--- src/rtl/ahb_sram_ctrl_pkg.sv ---
// Shared encodings for the AHB-to-SRAM controller: bus field codes and FSM state constants.
package ahb_sramc_pkg;

  localparam logic [1:0] HTRANS_IDLE   = 2'b00;
  localparam logic [1:0] HTRANS_BUSY   = 2'b01;
  localparam logic [1:0] HTRANS_NONSEQ = 2'b10;
  localparam logic [1:0] HTRANS_SEQ    = 2'b11;

  localparam logic [1:0] HRESP_OKAY  = 2'b00;
  localparam logic [1:0] HRESP_ERROR = 2'b01;

  localparam logic [2:0] HSIZE_BYTE = 3'b000;
  localparam logic [2:0] HSIZE_HALF = 3'b001;
  localparam logic [2:0] HSIZE_WORD = 3'b010;

  typedef logic [2:0] state_t;
  localparam state_t ST_IDLE    = 3'd0;
  localparam state_t ST_WR      = 3'd1;
  localparam state_t ST_RD      = 3'd2;
  localparam state_t ST_RD_DATA = 3'd3;
  localparam state_t ST_ERR1    = 3'd4;
  localparam state_t ST_ERR2    = 3'd5;

  // Active-low chip selects for one bank; the other bank stays deselected.
  function automatic logic [7:0] bank_csn(input logic bank, input logic [3:0] lanes);
    return bank ? {~lanes, 4'hF} : {4'hF, ~lanes};
  endfunction

endpackage

--- src/rtl/ahb_sram_ctrl_if.sv ---
// AHB slave-side bus bundle between a master/decoder and the SRAM controller.
interface ahb_sram_ctrl_if #(
  parameter int ADDR_WIDTH = 32,
  parameter int DATA_WIDTH = 32
);
  logic                  hsel;
  logic [1:0]            htrans;
  logic                  hwrite;
  logic [2:0]            hsize;
  logic [2:0]            hburst;
  logic [ADDR_WIDTH-1:0] haddr;
  logic [DATA_WIDTH-1:0] hwdata;
  logic                  hready;
  logic                  hready_resp;
  logic [1:0]            hresp;
  logic [DATA_WIDTH-1:0] hrdata;

  modport master (
    output hsel, htrans, hwrite, hsize, hburst, haddr, hwdata, hready,
    input  hready_resp, hresp, hrdata
  );

  modport slave (
    input  hsel, htrans, hwrite, hsize, hburst, haddr, hwdata, hready,
    output hready_resp, hresp, hrdata
  );
endinterface

--- src/rtl/ahb_sram_ctrl_lane_dec.sv ---
// Byte-lane decoder: turns transfer size and low address bits into a lane mask and error flag.
module ahb_lane_dec
  import ahb_sramc_pkg::*;
(
  input  logic [2:0] hsize,
  input  logic [1:0] addr_lsb,
  output logic [3:0] lane_mask,
  output logic       xfer_err
);

  // Lane selection and misalignment / oversize detection
  always_comb begin
    lane_mask = 4'b0000;
    xfer_err  = 1'b0;
    case (hsize)
      HSIZE_BYTE: begin
        lane_mask = 4'b0001 << addr_lsb;
      end
      HSIZE_HALF: begin
        lane_mask = addr_lsb[1] ? 4'b1100 : 4'b0011;
        xfer_err  = addr_lsb[0];
      end
      HSIZE_WORD: begin
        lane_mask = 4'b1111;
        xfer_err  = (addr_lsb != 2'b00);
      end
      default: begin
        lane_mask = 4'b0000;
        xfer_err  = 1'b1;
      end
    endcase
  end

endmodule

--- src/rtl/ahb_sram_ctrl.sv ---
// AHB slave driving two banks of four byte-wide synchronous SRAMs; zero-wait writes, one-wait reads.
module ahb_sram_ctrl
  import ahb_sramc_pkg::*;
#(
  parameter int ADDR_WIDTH      = 32,
  parameter int DATA_WIDTH      = 32,
  parameter int SRAM_ADDR_WIDTH = 13,
  parameter int SRAM_DATA_WIDTH = 8
)(
  input  logic                       hclk,
  input  logic                       hresetn,
  ahb_sram_ctrl_if.slave             ahb,
  output logic [7:0]                 sram_csn,
  output logic                       sram_wen,
  output logic [SRAM_ADDR_WIDTH-1:0] sram_addr,
  output logic [DATA_WIDTH-1:0]      sram_wdata,
  input  logic [2*DATA_WIDTH-1:0]    sram_q
);

  localparam int BANK_BIT = SRAM_ADDR_WIDTH + 2;

  state_t                     state_r;
  state_t                     state_nxt_s;
  logic                       bank_r;
  logic [SRAM_ADDR_WIDTH-1:0] sram_addr_r;
  logic                       hready_resp_r;
  logic [1:0]                 hresp_r;
  logic [7:0]                 sram_csn_r;
  logic                       sram_wen_r;
  logic [7:0]                 csn_nxt_s;
  logic [3:0]                 lanes_s;
  logic [3:0]                 lane_mask_s;
  logic                       xfer_err_s;
  logic                       can_accept_s;
  logic                       accept_s;
  logic [DATA_WIDTH-1:0]      hrdata_s;

  ahb_lane_dec u_lane_dec (
    .hsize     (ahb.hsize),
    .addr_lsb  (ahb.haddr[1:0]),
    .lane_mask (lane_mask_s),
    .xfer_err  (xfer_err_s)
  );

  // The slave is stalling the bus in RD and ERR1, so no address phase can complete there
  assign can_accept_s = (state_r != ST_RD) && (state_r != ST_ERR1);
  assign accept_s     = can_accept_s && ahb.hsel && ahb.hready && ahb.htrans[1];

  // Next-state selection
  always_comb begin
    state_nxt_s = ST_IDLE;
    if (accept_s) begin
      if (xfer_err_s) begin
        state_nxt_s = ST_ERR1;
      end else if (ahb.hwrite) begin
        state_nxt_s = ST_WR;
      end else begin
        state_nxt_s = ST_RD;
      end
    end else begin
      case (state_r)
        ST_RD:   state_nxt_s = ST_RD_DATA;
        ST_ERR1: state_nxt_s = ST_ERR2;
        default: state_nxt_s = ST_IDLE;
      endcase
    end
  end

  // Chip selects for the coming cycle; WR/RD are only entered on an accept, so haddr is current
  always_comb begin
    lanes_s = 4'b0000;
    case (state_nxt_s)
      ST_WR:   lanes_s = lane_mask_s;
      ST_RD:   lanes_s = 4'b1111;
      default: lanes_s = 4'b0000;
    endcase
    csn_nxt_s = bank_csn(ahb.haddr[BANK_BIT], lanes_s);
  end

  // State, captured address and registered bus/SRAM strobes
  always_ff @(posedge hclk or negedge hresetn) begin
    if (!hresetn) begin
      state_r       <= ST_IDLE;
      bank_r        <= 1'b0;
      sram_addr_r   <= {SRAM_ADDR_WIDTH{1'b0}};
      hready_resp_r <= 1'b1;
      hresp_r       <= HRESP_OKAY;
      sram_csn_r    <= 8'hFF;
      sram_wen_r    <= 1'b1;
    end else begin
      state_r <= state_nxt_s;
      if (accept_s) begin
        bank_r      <= ahb.haddr[BANK_BIT];
        sram_addr_r <= ahb.haddr[SRAM_ADDR_WIDTH+1:2];
      end else begin
        bank_r      <= bank_r;
        sram_addr_r <= sram_addr_r;
      end
      hready_resp_r <= (state_nxt_s != ST_RD) && (state_nxt_s != ST_ERR1);
      hresp_r       <= ((state_nxt_s == ST_ERR1) || (state_nxt_s == ST_ERR2)) ? HRESP_ERROR : HRESP_OKAY;
      sram_csn_r    <= csn_nxt_s;
      sram_wen_r    <= (state_nxt_s != ST_WR);
    end
  end

  // Read data arrives from the chips one cycle after select, so it is steered combinationally
  always_comb begin
    hrdata_s = {DATA_WIDTH{1'b0}};
    if (state_r == ST_RD_DATA) begin
      hrdata_s = bank_r ? sram_q[DATA_WIDTH +: DATA_WIDTH] : sram_q[0 +: DATA_WIDTH];
    end else begin
      hrdata_s = {DATA_WIDTH{1'b0}};
    end
  end

  assign ahb.hready_resp = hready_resp_r;
  assign ahb.hresp       = hresp_r;
  assign ahb.hrdata      = hrdata_s;
  assign sram_csn        = sram_csn_r;
  assign sram_wen        = sram_wen_r;
  assign sram_addr       = sram_addr_r;
  assign sram_wdata      = ahb.hwdata;

endmodule
--- src/flat_wrapper.sv ---
// flat-port wrapper written by rule: the top's interface ports become plain ports
module ahb_sram_ctrl_flat import ahb_sramc_pkg::*;
#(
  parameter int ADDR_WIDTH      = 32,
  parameter int DATA_WIDTH      = 32,
  parameter int SRAM_ADDR_WIDTH = 13,
  parameter int SRAM_DATA_WIDTH = 8
)
  (hclk, hresetn, sram_csn, sram_wen, sram_addr, sram_wdata, sram_q, ahb_hsel, ahb_htrans, ahb_hwrite, ahb_hsize, ahb_hburst, ahb_haddr, ahb_hwdata, ahb_hready, ahb_hready_resp, ahb_hresp, ahb_hrdata);
  ahb_sram_ctrl_if #(.ADDR_WIDTH(ADDR_WIDTH), .DATA_WIDTH(DATA_WIDTH)) ahb_i ();
  input  logic hclk;
  input  logic hresetn;
  output logic [7:0] sram_csn;
  output logic sram_wen;
  output logic [SRAM_ADDR_WIDTH-1:0] sram_addr;
  output logic [DATA_WIDTH-1:0] sram_wdata;
  input  logic [2*DATA_WIDTH-1:0] sram_q;
  input wire logic [$bits(ahb_i.hsel)-1:0] ahb_hsel;
  input wire logic [$bits(ahb_i.htrans)-1:0] ahb_htrans;
  input wire logic [$bits(ahb_i.hwrite)-1:0] ahb_hwrite;
  input wire logic [$bits(ahb_i.hsize)-1:0] ahb_hsize;
  input wire logic [$bits(ahb_i.hburst)-1:0] ahb_hburst;
  input wire logic [$bits(ahb_i.haddr)-1:0] ahb_haddr;
  input wire logic [$bits(ahb_i.hwdata)-1:0] ahb_hwdata;
  input wire logic [$bits(ahb_i.hready)-1:0] ahb_hready;
  output wire logic [$bits(ahb_i.hready_resp)-1:0] ahb_hready_resp;
  output wire logic [$bits(ahb_i.hresp)-1:0] ahb_hresp;
  output wire logic [$bits(ahb_i.hrdata)-1:0] ahb_hrdata;
  assign ahb_i.hsel = ahb_hsel;
  assign ahb_i.htrans = ahb_htrans;
  assign ahb_i.hwrite = ahb_hwrite;
  assign ahb_i.hsize = ahb_hsize;
  assign ahb_i.hburst = ahb_hburst;
  assign ahb_i.haddr = ahb_haddr;
  assign ahb_i.hwdata = ahb_hwdata;
  assign ahb_i.hready = ahb_hready;
  assign ahb_hready_resp = ahb_i.hready_resp;
  assign ahb_hresp = ahb_i.hresp;
  assign ahb_hrdata = ahb_i.hrdata;
  ahb_sram_ctrl #(.ADDR_WIDTH(ADDR_WIDTH), .DATA_WIDTH(DATA_WIDTH), .SRAM_ADDR_WIDTH(SRAM_ADDR_WIDTH), .SRAM_DATA_WIDTH(SRAM_DATA_WIDTH)) u_core (.hclk(hclk), .hresetn(hresetn), .ahb(ahb_i), .sram_csn(sram_csn), .sram_wen(sram_wen), .sram_addr(sram_addr), .sram_wdata(sram_wdata), .sram_q(sram_q));
endmodule
--- config.mk ---
export PLATFORM = sky130hd
export DESIGN_NAME = ahb_sram_ctrl_flat
export DESIGN_NICKNAME = d
export VERILOG_FILES = /design/src/rtl/ahb_sram_ctrl_pkg.sv /design/src/rtl/ahb_sram_ctrl_if.sv /design/src/rtl/ahb_sram_ctrl_lane_dec.sv /design/src/rtl/ahb_sram_ctrl.sv /design/src/flat_wrapper.sv
export SDC_FILE = /design/constraint.sdc
export NUM_CORES = 1
export LEC_CHECK = 0
export CAP_MARGIN = 20
export CORE_AREA = 2 2 90 92
export DETAILED_ROUTE_END_ITERATION = 12
export DIE_AREA = 0 0 92 94
export GPL_TIMING_DRIVEN = 0
export PLACE_DENSITY = 0.76
export SLEW_MARGIN = 20
export SYNTH_ARGS = -nofsm -noshare
export SYNTH_HDL_FRONTEND = slang
export SYNTH_SLANG_ARGS = --single-unit
--- constraint.sdc ---
create_clock -name hclk -period 2.95 [get_ports hclk]
set_input_delay 0.59 -clock hclk [delete_from_list [all_inputs] [get_ports hclk]]
set_output_delay 0.59 -clock hclk [all_outputs]
set_load 0.02 [all_outputs]
* After elaboration in Yosys (flattened, before gate mapping)
Cells that the tools add are included.
Storage, ports and cells: bits in registers 29, input bits 141, output and inout bits 89
Operators by class: equal/unequal tests 14, shifts and indexed selects 1, mux-type cells 12, bitwise gates (word level) 1, reductions and logical operators 8
Operator list (number):
- $mux 32 | 2
- $eq 3x2->1 const B | 4
- $pmux 4 s3 | 1
- $eq 3x3->1 const B | 3
- $mux 8 | 1
- $pmux 4 s2 | 1
- $eq 3x1->1 const B | 2
- $mux 3 | 2
- $ne 3x2->1 const B | 2
- $ne 3x3->1 const B | 2
- $pmux 3 s2 | 1
- $logic_and 1x1->1 | 5
- $mux 4 | 1
- $not 4->4 | 1
- $shl 1x2->4 const A | 1
- $logic_not 3->1 | 1
- $ne 3x1->1 const B | 1
- $pmux 1 s3 | 1
- $mux 2 | 1
- $reduce_bool 2->1 | 1
- $logic_or 1x1->1 | 1
- $mux 1 | 1

* Depth between registers and ports, before layout
depth in word-level cells 10, depth in mapped cells 5, gate-level depth less buffers 4

* Hierarchy
From an unflattened synthesis, not the netlist that was laid out.
Unflattened totals: cell total of the unflattened synthesis 194, area total of the unflattened synthesis 1956.9 µm²
Modules (own cells, without submodules):
- ahb_sram_ctrl | times used 1, cells an instance 179, area each 1879.3 µm²
- ahb_lane_dec | times used 1, cells an instance 15, area each 77.6 µm²

* Least setup slack after synthesis
No wires, ideal clock.
kind reg-to-output, start point reg u_core.state_r[2], end point out ahb_hrdata[10], arrival time 1.141 ns, slack 1.219 ns, cell stages (with the launch flop) 4, buffers on the path 1, path through dfrtp_1 > nand3b_1 > clkbuf_1 > nor2_1
On the way: word-level cells in the longest chain between the ends 2
Ends and longest elaborated chain:
- from (decl) | RTL line ahb_sram_ctrl.sv:22 | state_t state_r;
- from (signal assigned) | RTL line ahb_sram_ctrl.sv:91 | state_r <= state_nxt_s;
- $eq 3x2->1 | RTL line ahb_sram_ctrl.sv:109 | if (state_r == ST_RD_DATA) begin
- $mux 32 | RTL line ahb_sram_ctrl.sv:109
- to (decl) | RTL line flat_wrapper.sv:28 | output wire logic [$bits(ahb_i.hrdata)-1:0] ahb_hrdata;
No other way between the ends.

* Worst setup path in the final report
start point reg u_core.state_r[2], end point out ahb_hrdata[28]
The elaborated chain is that of the path after synthesis.

==> flow_metrics.env <==
export IMPL_post_cts_resized=0
export IMPL_clk_latency_ns=0.27
export IMPL_fin_skew_ns=0.00657
export IMPL_overflow=0
export IMPL_die_x_um=92
export IMPL_period_needed_ns=2.73
export IMPL_clockBufferDepth=2
export IMPL_initial_core_util_pct=24.3
export IMPL_io_pins=230
export IMPL_wl_per_cell_um=13.2
export IMPL_syn_nets=331
export IMPL_ant_nets=0
export IMPL_ys_ff_latch=28
export IMPL_p_leak_nw=1.58
export IMPL_via_per_inst=4.20
export IMPL_ys_warn_count=0
export IMPL_coreArea_um2=7610
export IMPL_cts_sinks=28
export IMPL_die_area_um2=8650
export IMPL_grt_first_pass_wirelength_um=9460
export IMPL_row_count=32
export IMPL_dp_cells=468
export IMPL_path_class="reg -> out"
export IMPL_path_max_fanout=10
export IMPL_drtIter0Drc=57
export IMPL_crit_chain="nand3b_1, clkbuf_1, nor2_1, clkdlybuf4s50_1"
export IMPL_post_route_period_util_pct=92.4
export IMPL_postCtsHoldBufs=0
export IMPL_antenna_found_initial=0
export IMPL_use_met1_pct=15.5
export IMPL_rsz0062_at_grt="no"
export IMPL_cap_violations=0
export IMPL_post_cts_buffers=0
export IMPL_relSlewSlack_pct=58.2
export IMPL_drive_gt1_share_pct=19.5
export IMPL_drt_first_pass_iters=4
export IMPL_dieHeight_um=94
export IMPL_met2_usage_pct=25.2
export IMPL_track_usage_pct=13.4
export IMPL_cts_tree="done"
export IMPL_cp_buffers_inverters=2
export IMPL_crit_family="buffers and inverters"
export IMPL_hold_class="in -> async"
export IMPL_tightestPinTransition_ns=0.628
export IMPL_worstSetupStartpointType="flop"
export IMPL_arrival_ns=2.14
export IMPL_nNetsFinal=512
export IMPL_top_usage_layer="met2"
export IMPL_numCtsBuffers=3
export IMPL_p_per_area_nw_per_um2=484
export IMPL_io_buffers=176
export IMPL_hold_violations=0
export IMPL_yosysUniqueCellTypes=27
export IMPL_end_kind="output pin"
export IMPL_path_depth=4
export IMPL_drc=0
export IMPL_setup_viol=0
export IMPL_fin_setup_tns_ns=0
export IMPL_place_gp_congestion=0.793
export IMPL_syn_instance_count=190
export IMPL_design_power_total_mw=1.84
export IMPL_vias=1984
export IMPL_reg2reg_depth=4
export IMPL_syn_avg_cell_area_um2=9.72
export IMPL_diodes=0
export IMPL_met3_usage_pct=3.69
export IMPL_seq_area_frac_synth_pct=38.6
export IMPL_critPathMaxStageDelay_ns=0.62
export IMPL_cp_slowest_cell="clkdlybuf4s50_1"
export IMPL_cts_clk_slew_worst_paths_ns=0.10
export IMPL_h_tree_depth=1
export IMPL_peakVddDrop_mv=0.406
export IMPL_outcome="complete, no violations"
export IMPL_grt_max_degree=29
export IMPL_drv_slew=0
export IMPL_place_hpwl_um=5260
export IMPL_cts_root_buf="clkbuf_8"
export IMPL_max_freq_mhz=367
export IMPL_area_growth_syn_to_layout_pct=106
export IMPL_final_cells=472
export IMPL_netlist_area_um2=1850
export IMPL_drt_wl_total_um=6220
export IMPL_worst_ep_required_time_ns=2.36
export IMPL_grt_pass1_vias=1974
flip-flops by register name, indices dropped and copies added, names as in the netlist:
name / flops
u_core.ahb.hready_resp: 1
u_core.ahb.hresp: 1
u_core.bank_r: 1
u_core.sram_addr: 13
u_core.sram_csn: 8
u_core.sram_wen: 1
u_core.state_r: 3
per-stage QoR:
step	hold slack, ns	worst slack, ns	util [%]	cell area (um2)
detailed placement	0.494	0.487	49.0	3730
global route	0.361	0.0530	50.0	3800
CTS	0.346	0.190	50.0	3800
floorplan	0.294	1.22	-	1850
finish	0.317	0.223	50.0	3800
global placement	0.487	0.488	49.1	3740
cells in the mapped netlist, drive strengths merged:
cell type | n | area share, %
o21bai | 4 | 1.8
a21oi | 6 | 1.6
inv | 2 | 0.41
clkbuf | 3 | 0.61
o32ai | 1 | 0.47
dfrtp | 18 | 24
mux2 | 14 | 8.5
buf | 39 | 16
nand3 | 5 | 1.4
o22ai | 1 | 0.34
nand2b | 1 | 0.34
mux2i | 32 | 17
xnor2 | 1 | 0.47
or2b | 1 | 0.41
dfstp | 10 | 14
o21ba | 1 | 0.54
nor3 | 2 | 0.81
nand3b | 1 | 0.41
o21ai | 4 | 1.1
nor2 | 36 | 7.5
nand2 | 7 | 1.4
conb | 1 | 0.20
final timing paths:
check,slack [ns],start,to
setup reg to reg,1.54,u_core.state_r[1]$_DFF_PN0_,u_core.sram_addr[11]$_DFFE_PN0N_
hold / removal,0.32,hresetn,u_core.sram_addr[7]$_DFFE_PN0N_
min in group hclk,0.51,u_core.sram_addr[9]$_DFFE_PN0N_,u_core.sram_addr[9]$_DFFE_PN0N_
hold reg to reg,0.51,u_core.sram_addr[9]$_DFFE_PN0N_,u_core.sram_addr[9]$_DFFE_PN0N_
max in group asynchronous,2.22,hresetn,u_core.bank_r$_DFFE_PN0N_
setup / recovery,0.22,u_core.state_r[2]$_DFF_PN0_,ahb_hrdata[28]
where the power goes:
part / internal [mW] / leakage (nW) / switching (mW) / total, mW
combinational: 0.553 / 1.22 / 0.434 / 0.988
clock: 0.182 / 0.0357 / 0.123 / 0.305
sequential: 0.494 / 0.324 / 0.0533 / 0.547
total: 1.23 / 1.58 / 0.611 / 1.84
per-layer routing:
metal | share of wire [%] | wire length [um]
met1 | 38 | 2370
met2 | 51 | 3190
met3 | 10 | 640
met4 | 0.29 | 18
met5 | 0 | 0
logic make-up after synthesis:
family                 Yosys count  synth area share (%)
AND/OR/NAND/NOR                 53                  12.2
buffers and inverters           44                  16.7
multiplexers                    46                  25.9
flip-flops                      28                  38.6
AO/OA/AOI/OAI                   17                  5.89
XOR/XNOR                         1                 0.474
other                            1                 0.203
final cells by class:
class                           instances  area [um2]
Tap cell                              102         128
Fill cell                             680        3800
Inverter                                2        7.51
Timing Repair Buffer                  176        1760
Clock inverter                          1        30.0
Buffer                                 42         302
Clock buffer                            3        41.3
Sequential cell                        28         713
Multi-Input combinational cell        118         825
cell usage in the layout, fill, tap and decap left out:
| cell type | count |
|---|---|
| a21oi_1 | 6 |
| buf_2 | 5 |
| buf_4 | 33 |
| buf_6 | 2 |
| bufinv_16 | 1 |
| clkbuf_1 | 3 |
| clkbuf_8 | 3 |
| clkdlybuf4s50_1 | 175 |
| conb_1 | 1 |
| dfrtp_1 | 18 |
| dfstp_2 | 10 |
| inv_1 | 2 |
| mux2_2 | 14 |
| mux2i_1 | 32 |
| nand2_1 | 7 |
| nand2b_1 | 1 |
| nand3_1 | 5 |
| nand3b_1 | 1 |
| nor2_1 | 35 |
| nor2_2 | 1 |
| nor3_1 | 1 |
| nor3_2 | 1 |
| o21ai_0 | 4 |
| o21ba_2 | 1 |
| o21bai_1 | 3 |
| o21bai_2 | 1 |
| o22ai_1 | 1 |
| o32ai_1 | 1 |
| or2b_1 | 1 |
| xnor2_1 | 1 |
Note: power is estimated with default switching activity, not from simulation.
